[src/rtl/fifo_wr_arbiter_pkg.sv]
// Shared types and helpers for the fifo_bank write-side arbiter.
// Combinational helpers only; no latency, no flow control.
package fifo_arb_pkg;

  typedef enum logic [0:0] {
    ARB_IDLE  = 1'b0,
    ARB_GRANT = 1'b1
  } state_t;

  function automatic int rr_next(input int ptr, input int n);
    return (ptr + 1 >= n) ? 0 : ptr + 1;
  endfunction

endpackage

[src/rtl/fifo_wr_arbiter_rr_pick.sv]
// Rotating-priority encoder: first set request at or after rr_ptr_i, with wrap.
// Purely combinational; zero latency, no backpressure.
module rr_priority_pick #(
  parameter int NUM_REQ   = 4,
  parameter int IDX_WIDTH = $clog2(NUM_REQ)
) (
  input  logic [NUM_REQ-1:0]   req_i,
  input  logic [IDX_WIDTH-1:0] rr_ptr_i,
  output logic                 any_valid_o,
  output logic [IDX_WIDTH-1:0] pick_idx_o
);

  logic [IDX_WIDTH:0]   sum;
  logic [IDX_WIDTH-1:0] idx;

  always_comb begin
    any_valid_o = 1'b0;
    pick_idx_o  = '0;
    sum         = '0;
    idx         = '0;
    for (int k = 0; k < NUM_REQ; k++) begin
      sum = {1'b0, rr_ptr_i} + (IDX_WIDTH+1)'(k);
      if (sum >= (IDX_WIDTH+1)'(NUM_REQ)) begin
        sum = sum - (IDX_WIDTH+1)'(NUM_REQ);
      end
      idx = sum[IDX_WIDTH-1:0];
      if (!any_valid_o && req_i[idx]) begin
        any_valid_o = 1'b1;
        pick_idx_o  = idx;
      end
    end
  end

endmodule

[src/rtl/fifo_wr_arbiter.sv]
// Round-robin arbiter sharing one fifo_bank write port among NUM_REQ producers.
// One idle cycle to arbitrate, then up to BURST_LEN beats; stalls without advancing on fifo full.
module fifo_wr_arbiter
  import fifo_arb_pkg::*;
#(
  parameter int NUM_REQ    = 4,
  parameter int DATA_WIDTH = 8,
  parameter int BURST_LEN  = 4,
  parameter int IDX_WIDTH  = $clog2(NUM_REQ)
) (
  input  logic                          clk,
  input  logic                          rst_n,
  input  logic [NUM_REQ-1:0]            req_valid,
  input  logic [NUM_REQ*DATA_WIDTH-1:0] req_data,
  input  logic [NUM_REQ-1:0]            req_last,
  output logic [NUM_REQ-1:0]            req_ready,
  input  logic                          fifo_full_i,
  output logic                          fifo_wen,
  output logic [DATA_WIDTH-1:0]         fifo_wdata,
  output logic                          grant_valid,
  output logic [IDX_WIDTH-1:0]          grant_idx
);

  localparam int CNT_W = $clog2(BURST_LEN + 1);

  state_t               state_q, state_d;
  logic [IDX_WIDTH-1:0] rr_ptr_q, rr_ptr_d;
  logic [IDX_WIDTH-1:0] grant_q, grant_d;
  logic [CNT_W-1:0]     beat_cnt_q, beat_cnt_d;

  logic                  any_valid;
  logic [IDX_WIDTH-1:0]  pick_idx;
  logic                  sel_valid;
  logic                  sel_last;
  logic [DATA_WIDTH-1:0] sel_data;
  logic                  beat;
  logic                  release_grant;

  rr_priority_pick #(
    .NUM_REQ   (NUM_REQ),
    .IDX_WIDTH (IDX_WIDTH)
  ) u_pick (
    .req_i       (req_valid),
    .rr_ptr_i    (rr_ptr_q),
    .any_valid_o (any_valid),
    .pick_idx_o  (pick_idx)
  );

  always_comb begin
    sel_valid = 1'b0;
    sel_last  = 1'b0;
    sel_data  = '0;
    for (int i = 0; i < NUM_REQ; i++) begin
      if (grant_q == IDX_WIDTH'(i)) begin
        sel_valid = req_valid[i];
        sel_last  = req_last[i];
        sel_data  = req_data[i*DATA_WIDTH +: DATA_WIDTH];
      end
    end
  end

  always_comb begin
    state_d       = state_q;
    rr_ptr_d      = rr_ptr_q;
    grant_d       = grant_q;
    beat_cnt_d    = beat_cnt_q;
    req_ready     = '0;
    fifo_wen      = 1'b0;
    fifo_wdata    = '0;
    grant_valid   = 1'b0;
    grant_idx     = '0;
    beat          = 1'b0;
    release_grant = 1'b0;

    case (state_q)
      ARB_IDLE: begin
        if (any_valid) begin
          grant_d    = pick_idx;
          beat_cnt_d = '0;
          state_d    = ARB_GRANT;
        end
      end

      ARB_GRANT: begin
        grant_valid        = 1'b1;
        grant_idx          = grant_q;
        req_ready[grant_q] = !fifo_full_i;
        beat               = sel_valid && !fifo_full_i;
        fifo_wen           = beat;
        if (beat) begin
          fifo_wdata = sel_data;
          beat_cnt_d = beat_cnt_q + CNT_W'(1);
        end
        // An idle producer gives up the port even while the fifo is full.
        release_grant = !sel_valid ||
                        (beat && (sel_last || beat_cnt_q == CNT_W'(BURST_LEN - 1)));
        if (release_grant) begin
          state_d  = ARB_IDLE;
          rr_ptr_d = IDX_WIDTH'(rr_next(int'(grant_q), NUM_REQ));
        end
      end

      default: state_d = ARB_IDLE;
    endcase
  end

  always_ff @(posedge clk) begin
    if (!rst_n) begin
      state_q    <= ARB_IDLE;
      rr_ptr_q   <= '0;
      grant_q    <= '0;
      beat_cnt_q <= '0;
    end else begin
      state_q    <= state_d;
      rr_ptr_q   <= rr_ptr_d;
      grant_q    <= grant_d;
      beat_cnt_q <= beat_cnt_d;
    end
  end

  a_ready_onehot : assert property (@(posedge clk) disable iff (!rst_n) $onehot0(req_ready));
  a_ready_needs_grant : assert property (@(posedge clk) disable iff (!rst_n)
                                         (req_ready != '0) |-> grant_valid);
  a_wen_needs_grant : assert property (@(posedge clk) disable iff (!rst_n)
                                       fifo_wen |-> grant_valid);

endmodule

[config.mk]
export PLATFORM = sky130hd
export DESIGN_NAME = fifo_wr_arbiter
export DESIGN_NICKNAME = d
export VERILOG_FILES = /design/src/rtl/fifo_wr_arbiter_pkg.sv /design/src/rtl/fifo_wr_arbiter_rr_pick.sv /design/src/rtl/fifo_wr_arbiter.sv
export SDC_FILE = /design/constraint.sdc
export NUM_CORES = 1
export LEC_CHECK = 0
export CORE_MARGIN = 2
export CORE_UTILIZATION = 37
export DETAILED_ROUTE_END_ITERATION = 6
export GPL_TIMING_DRIVEN = 0
export PLACE_DENSITY_LB_ADDON = 0.08
export SLEW_MARGIN = 10
export SYNTH_ARGS = -nofsm -noshare
export SYNTH_HDL_FRONTEND = slang
export SYNTH_SLANG_ARGS = --single-unit
[constraint.sdc]
create_clock -name clk -period 2.6 [get_ports clk]
set_input_delay 0.65 -clock clk [delete_from_list [all_inputs] [get_ports clk]]
set_output_delay 0.65 -clock clk [all_outputs]
set_load 0.01 [all_outputs]
==> flow_summary.ini <==
[hold_path]
hold_start = beat_cnt_q[1]
min_to = beat_cnt_q[1]
whs_path_depth = 2
hold_class = flop to flop

[logic_synthesis]
syn_nets = 181
seq_area_frac_synth_pct = 17.1
synth_cell_types = 38
syn-cell-area_um2 = 936
synth_top_area_share_pct = 17.1
synth.area.top_cells = dfxtp_1, ha_1, nor2_1, a221oi_1, a21oi_1
synth.largest_area_cell = dfxtp_1
synthCells = 131
synth_area_per_cell_um2 = 7.14
yosysWarningCount = 0
ys_seq_elements = 8

[cts]
clockBufferDepth = 2
htreeDepth = 1
cts_tree = built
path_clk_slew_ps = 50
cts.sinks = 8
clock-root-buffer = clkbuf_4
cts_inserted_buffers = 3
insertion_delay_ps = 250

[cells_and_area]
fin_cells = 227
final_cell_mix = clkdlybuf4s50_1, nor2_1, a21oi_1
antenna_cells = 0
nets = 249
final_common_cell = clkdlybuf4s50_1
drive_gt1_share_pct = 23.9
fin_area_um2 = 1680
syn2layout_area_growth_pct = 79.0

[routing]
via_count = 1181
drt_iter0_drc = 13
dr.pass1.iters = 4
postRouteAntennaNets = 0
wl_per_cell_um = 13.7
wirelength_mm = 3.11
viasPerCell = 5.20
drc = 0

[die]
die_area_um2 = 2950
die_w_um = 54.3
ios = 59
core_um2 = 2430
die_y_um = 54.3
rows = 18
initial_core_util_pct = 38.5

[placed_design]
place.gp.congestion = 0.721
port_buffers = 57
place_hpwl_mm = 2.34
placed_cells = 218
place_area_um2 = 1540

[critical_path]
rrSetupSlack_ps = 800
cp.required_ps = 1950
crit_chain = clkdlybuf4s50_1 > and2b_2 > buf_4 > and2_2 > clkdlybuf4s15_1
path_buf_inv = 3
crit_cells = 5
endpoint_kind = primary output
worstReg2RegStart = grant_q[0]
r2r-end = beat_cnt_q[2]
critPathTopFamily = buffers and inverters
cpMaxStageDelayCell = clkdlybuf4s50_1
worst-setup-path-type = input pin to primary output
r2r.worst_path.cells = 10
arrival_ps = 1910
worstPathMaxFanout = 4
startpoint_type = input pin
max_stage_delay_ps = 480

[timing]
hold_viol = 0
post-route-period-util_pct = 98.6
min_period_ps = 2560
slew-limit-headroom_pct = 74.4
slew_viol_final = 0
setup_viol = 0
worstMarginPinSlew_ps = 380
rsz0062_at_grt = true
clock_skew_ps = 0.660
hold-worst-slack_ps = 481
fmax_mhz = 390

[global_route]
grt_max_degree = 11
antenna_found_initial = 0
first_global_vias = 1042
grt_pass1_wl_mm = 4.51
grt_overflow = 0
grt_usage_pct = 20.3

[status]
status = complete, no violations

[power_and_ir_drop]
p_per_area_nw_per_um2 = 399
leakagePower_uw = 0.000703
ir_drop_mv = 0.298

[flow_run]
maxCapViolCount = 0
## worst max-delay path by stage
stage,start,slack [ps],to
floorplan,grant_q[0],420,fifo_wdata[0]
global placement,req_valid[2],-590,fifo_wdata[2]
detailed placement,req_valid[2],-610,fifo_wdata[5]
CTS,grant_q[1],4,fifo_wdata[3]
global route,grant_q[0],-60,fifo_wdata[1]
finish,fifo_full_i,40,req_ready[0]
## metal layers
layer	global-route usage [%]	vias to the layer above	part of all wire, %
met4	5.00	0	0.87
met5	0	-	0
met1	23.5	532	41
li1	-	599	-
met2	38.8	45	48
met3	2.46	5	9.3
## sequential cells by signal, indices dropped and copies added, names as in the netlist
signal      cells
state_q         1
grant_q         2
beat_cnt_q      3
rr_ptr_q        2
## where the power goes
| group | internal (uW) | switching (uW) | leakage [uW] |
|---|---|---|---|
| Clock | 52.9 | 43.4 | 0.0000138 |
| Sequential | 138 | 20.2 | 0.0000668 |
| Combinational | 227 | 187 | 0.000623 |
## area by class of cell
cell class,instances,area [um^2]
fill,207,757
inverter,7,30.0
multi-input combinational,108,772
timing repair buffer,63,569
clock buffer,3,22.5
buffer,8,76.3
tap,30,37.5
sequential,8,168
## what timing repair did
item                                    in CTS  in global routing
hold buffers                                 0                  0
pin swaps                                    3                  2
gates resized for setup                     34                 29
setup buffers                                3                  3
endpoints found under the setup margin      13                 11
## worst min-delay path: stages, from the launching register on
cell      delay (ps)
dfxtp_1          310
nand3_1           60
a21boi_0          70
## kinds of logic (layout without fill, tap and decap cells)
group	count (synthesis)	after routing	synth area share, %
AND/OR/NAND/NOR	63	63	34.8
adder cells (fa/ha/maj)	7	7	9.36
buffers and inverters	15	81	8.82
flip-flops	8	8	17.1
AO/OA/AOI/OAI	35	35	26.7
multiplexers	3	3	3.21
## stage by stage
| stage | power (uW) | util, % | worst slack (ps) | TNS (ps) |
|---|---|---|---|---|
| 3_3_place_gp | 505 | 63.5 | -590 | -5230 |
| 5_1_grt | 721 | 68.9 | -60.9 | -60.9 |
| 6_report | 669 | 68.9 | 37.3 | 0 |
| 3_5_place_dp | 516 | 63.5 | -611 | -5450 |
| 2_1_floorplan | 372 | - | 421 | 0 |
| 4_1_cts | 629 | 66.5 | 4.48 | 0 |
## synth_stat cells, drive strengths merged
cell type and n:
a211oi 1, a21boi 1, a21oi 12, a221oi 9
a22oi 1, and2 7, and2b 1, and3 3
buf 7, clkbuf 1, dfxtp 8, ha 7
inv 7, mux2i 3, nand2 10, nand2b 1
nand3 2, nand3b 1, nor2 20, nor2b 7
nor3 8, nor4 1, o21a 3, o21ai 5
o221ai 1, o22ai 1, o32ai 1, or2 1
or2b 1
No activity file was read; power rests on OpenSTA's default activity.
==> variant: new RTL, config.mk and constraints unchanged <==
`NUM_REQ` is set to 4 in 2 places; all go to 2.
--- a/src/rtl/fifo_wr_arbiter_rr_pick.sv
+++ b/src/rtl/fifo_wr_arbiter_rr_pick.sv
@@ -3,3 +3,3 @@
 module rr_priority_pick #(
-  parameter int NUM_REQ   = 4,
+  parameter int NUM_REQ   = 2,
   parameter int IDX_WIDTH = $clog2(NUM_REQ)
--- a/src/rtl/fifo_wr_arbiter.sv
+++ b/src/rtl/fifo_wr_arbiter.sv
@@ -5,3 +5,3 @@
 #(
-  parameter int NUM_REQ    = 4,
+  parameter int NUM_REQ    = 2,
   parameter int DATA_WIDTH = 8,
Interface: changed (5 resized); port bits go from 59 to 36. The function was not compared with the original's and may differ.
==> variant against the unedited design <==
Largest power group is now registers; sequential cell count fell by 2; register-to-register slack improved by 0.46 ns; fmax rose by 1.2%; sequential power fell by 35%; clock skew rose by 0.0016 ns; routed wire length fell by 57%; total power fell by 58%; combinational power fell by 76%; largest cell class is now non-clock buffers; synthesized area fell by 46%; cell area fell by 48%; sequential share of layout area rose by 3.8 points; critical endpoint is now fifo_wen; worst setup slack improved by 0.030 ns; cell count fell by 48%.
==> variant: results (changes against the unedited design) <==
[critical_path]
worst-r2r-setup-slack_ns = 1.26  ; was 0.80 ns
cp_max_fo = 10  ; was 4
crit_arrival_ns = 1.88  ; was 1.91 ns
worst_r2r_endpoint = rr_ptr_q  ; was beat_cnt_q[2]
reg2reg_from = grant_q  ; was grant_q[0]
ff2ff_path_depth = 6  ; was 10

[clocking]
cts_inserted_buffers = 3  ; unchanged
ctsLongestPathBuffers = 2  ; unchanged
cts.clk_slew.worst_paths_ns = 0.04
clk_latency_ns = 0.24
cts_root_buf = clkbuf_4  ; unchanged

[placed_design]
port_buffers = 35  ; was 57
gp_congestion = 0.772  ; was 0.721
post_dp_cell_area_um2 = 871  ; was 1540 um2
hpwlAfterDp_mm = 1.09  ; was 2.34 mm
pre_cts_ws_ns = -0.353  ; was -0.611 ns

[synthesis]
synthAdderAreaFrac_pct = 4.99  ; was 9.36%
synthXorXnorAreaFrac_pct = 0  ; unchanged
muxShareOfSynthArea_pct = 20.9  ; was 3.21%
ys_top_cells_by_area = dfxtp_1 (24%), mux2i_1 (18%), nor2_1 (6.7%)  ; was dfxtp_1 (17%), ha_1 (9.4%), nor2_1 (8.0%)
synth_compound_area_share_pct = 18.7  ; was 26.7%
yosysSeqAreaShare_pct = 23.9  ; was 17.1%
syn-num-nets = 88  ; was 181
synth_ff_type = dfxtp_1  ; unchanged
async_flop_share_pct = 0  ; unchanged
yosysUniqueCellTypes = 25  ; was 38
ys_top_cells_by_count = mux2i_1 (9), nor2_1 (9), dfxtp_1 (6), inv_1 (5)  ; was nor2_1 (20), a21oi_1 (11), nand2_1 (10)

[sta]
whs_ns = 0.495  ; was 0.481 ns
relSlewSlack_pct = 80.6  ; was 74.4%
finClkSkew_ns = 0.00222  ; was 0.000660 ns

[route]
drt_iter0_drc = 10  ; was 13
routed_wl_mm = 1.33  ; was 3.11 mm
via_count = 559  ; was 1181

[pwr]
leakage_uw = 0.000393  ; was 0.000703 uW
peakVddDrop_mv = 0.252  ; was 0.298 mV

[layout]
drive_above_1_share_pct = 16.7  ; was 23.9%
num-fill-cells = 118  ; was 207
diodes = 0  ; unchanged
max_flop_register = beat_cnt_q  ; unchanged
nNetsFinal = 129  ; was 249

[global_route]
grt_pass1_wl_mm = 1.72  ; was 4.51 mm
grt_antenna_before_repair = 0  ; unchanged
grt_max_degree = 11  ; unchanged
grt_pass1_vias = 450  ; was 1042
grt_use_total_pct = 15.9  ; was 20.3%

[outcome]
outcome = finished, final reports clean  ; unchanged

[worst_hold_path]
hold_depth = 2  ; unchanged
min_to = beat_cnt_q[1]  ; unchanged

[variant: cell types whose count changed in the layout (fill, tap and decap cells not counted), sizes merged, moves of 3 or more]
cell,unedited run,this run
nor2,20,9
a21oi,12,2
nand2,10,4
nor2b,7,1
mux2i,3,9
a221oi,9,0
buf,13,4
ha,7,2
nor3,8,0
and2,7,1
clkdlybuf4s50,40,23
clkbuf,12,9
[variant: layout make-up]
cell class	count	area [um2]	area share, %
timing repair buffer	36	328	37.6
tap	15	18.8	2.16
sequential	6	120	13.8
clock buffer	3	22.5	2.59
inverter	6	22.5	2.59
buffer	3	27.5	3.16
multi-input combinational	48	332	38.1
[variant: metrics by stage]
step / total power (uW) / instances
detailed placement: 206 / 113
finish: 282 / 117
global placement: 204 / 113
global route: 301 / 117
floorplan: 150 / 63
CTS: 290 / 117
[variant: critical path, cell delays in order]
cell,delay (ns)
clkdlybuf4s50_1,0.48
and2b_1,0.21
nand2b_1,0.09
buf_6,0.14
inv_2,0.04
dlygate4sd2_1,0.27
[variant: routing by layer]
layer	vias to the layer above	GRT usage, %	routed length, um
met5	-	0	0
met4	0	10.0	0
met3	0	5.43	194
met2	26	27.7	611
met1	241	16.0	525
li1	292	-	-
[variant: cells by family (layout without fill, tap and decap cells)]
kind of cell    count (synthesis)  count (layout)
buf+inv                         9              48
fa+ha+maj                       2               2
compound gates                 14              14
simple gates                   22              22
flops                           6               6
mux                            10              10
[variant: report_power, final]
part | total [uW] | internal [uW] | leakage [uW] | switching [uW]
combinational | 99.6 | 62.7 | 0.000330 | 36.9
sequential | 102 | 97.4 | 0.0000491 | 4.30
clock | 81.0 | 51.9 | 0.0000138 | 29.1
[variant: how the worst max path moves through the flow]
| stage | startpoint | end | slack, ns | depth (start not counted) |
|---|---|---|---|---|
| floorplan | fifo_full_i | fifo_wdata[0] | 0.71 | 4 |
| detailed placement | req_valid[1] | fifo_wdata[4] | -0.35 | 6 |
| finish | fifo_full_i | fifo_wen | 0.07 | 6 |
| global placement | req_valid[1] | fifo_wdata[6] | -0.34 | 6 |
| global route | fifo_full_i | fifo_wdata[7] | -0.005 | 6 |
| CTS | req_valid[0] | fifo_wdata[3] | 0.02 | 6 |
[variant: repair_timing]
item / CTS / global route
resized for setup: 15 / 12
setup endpoints to repair: 10 / 9
setup buffers: 1 / 0
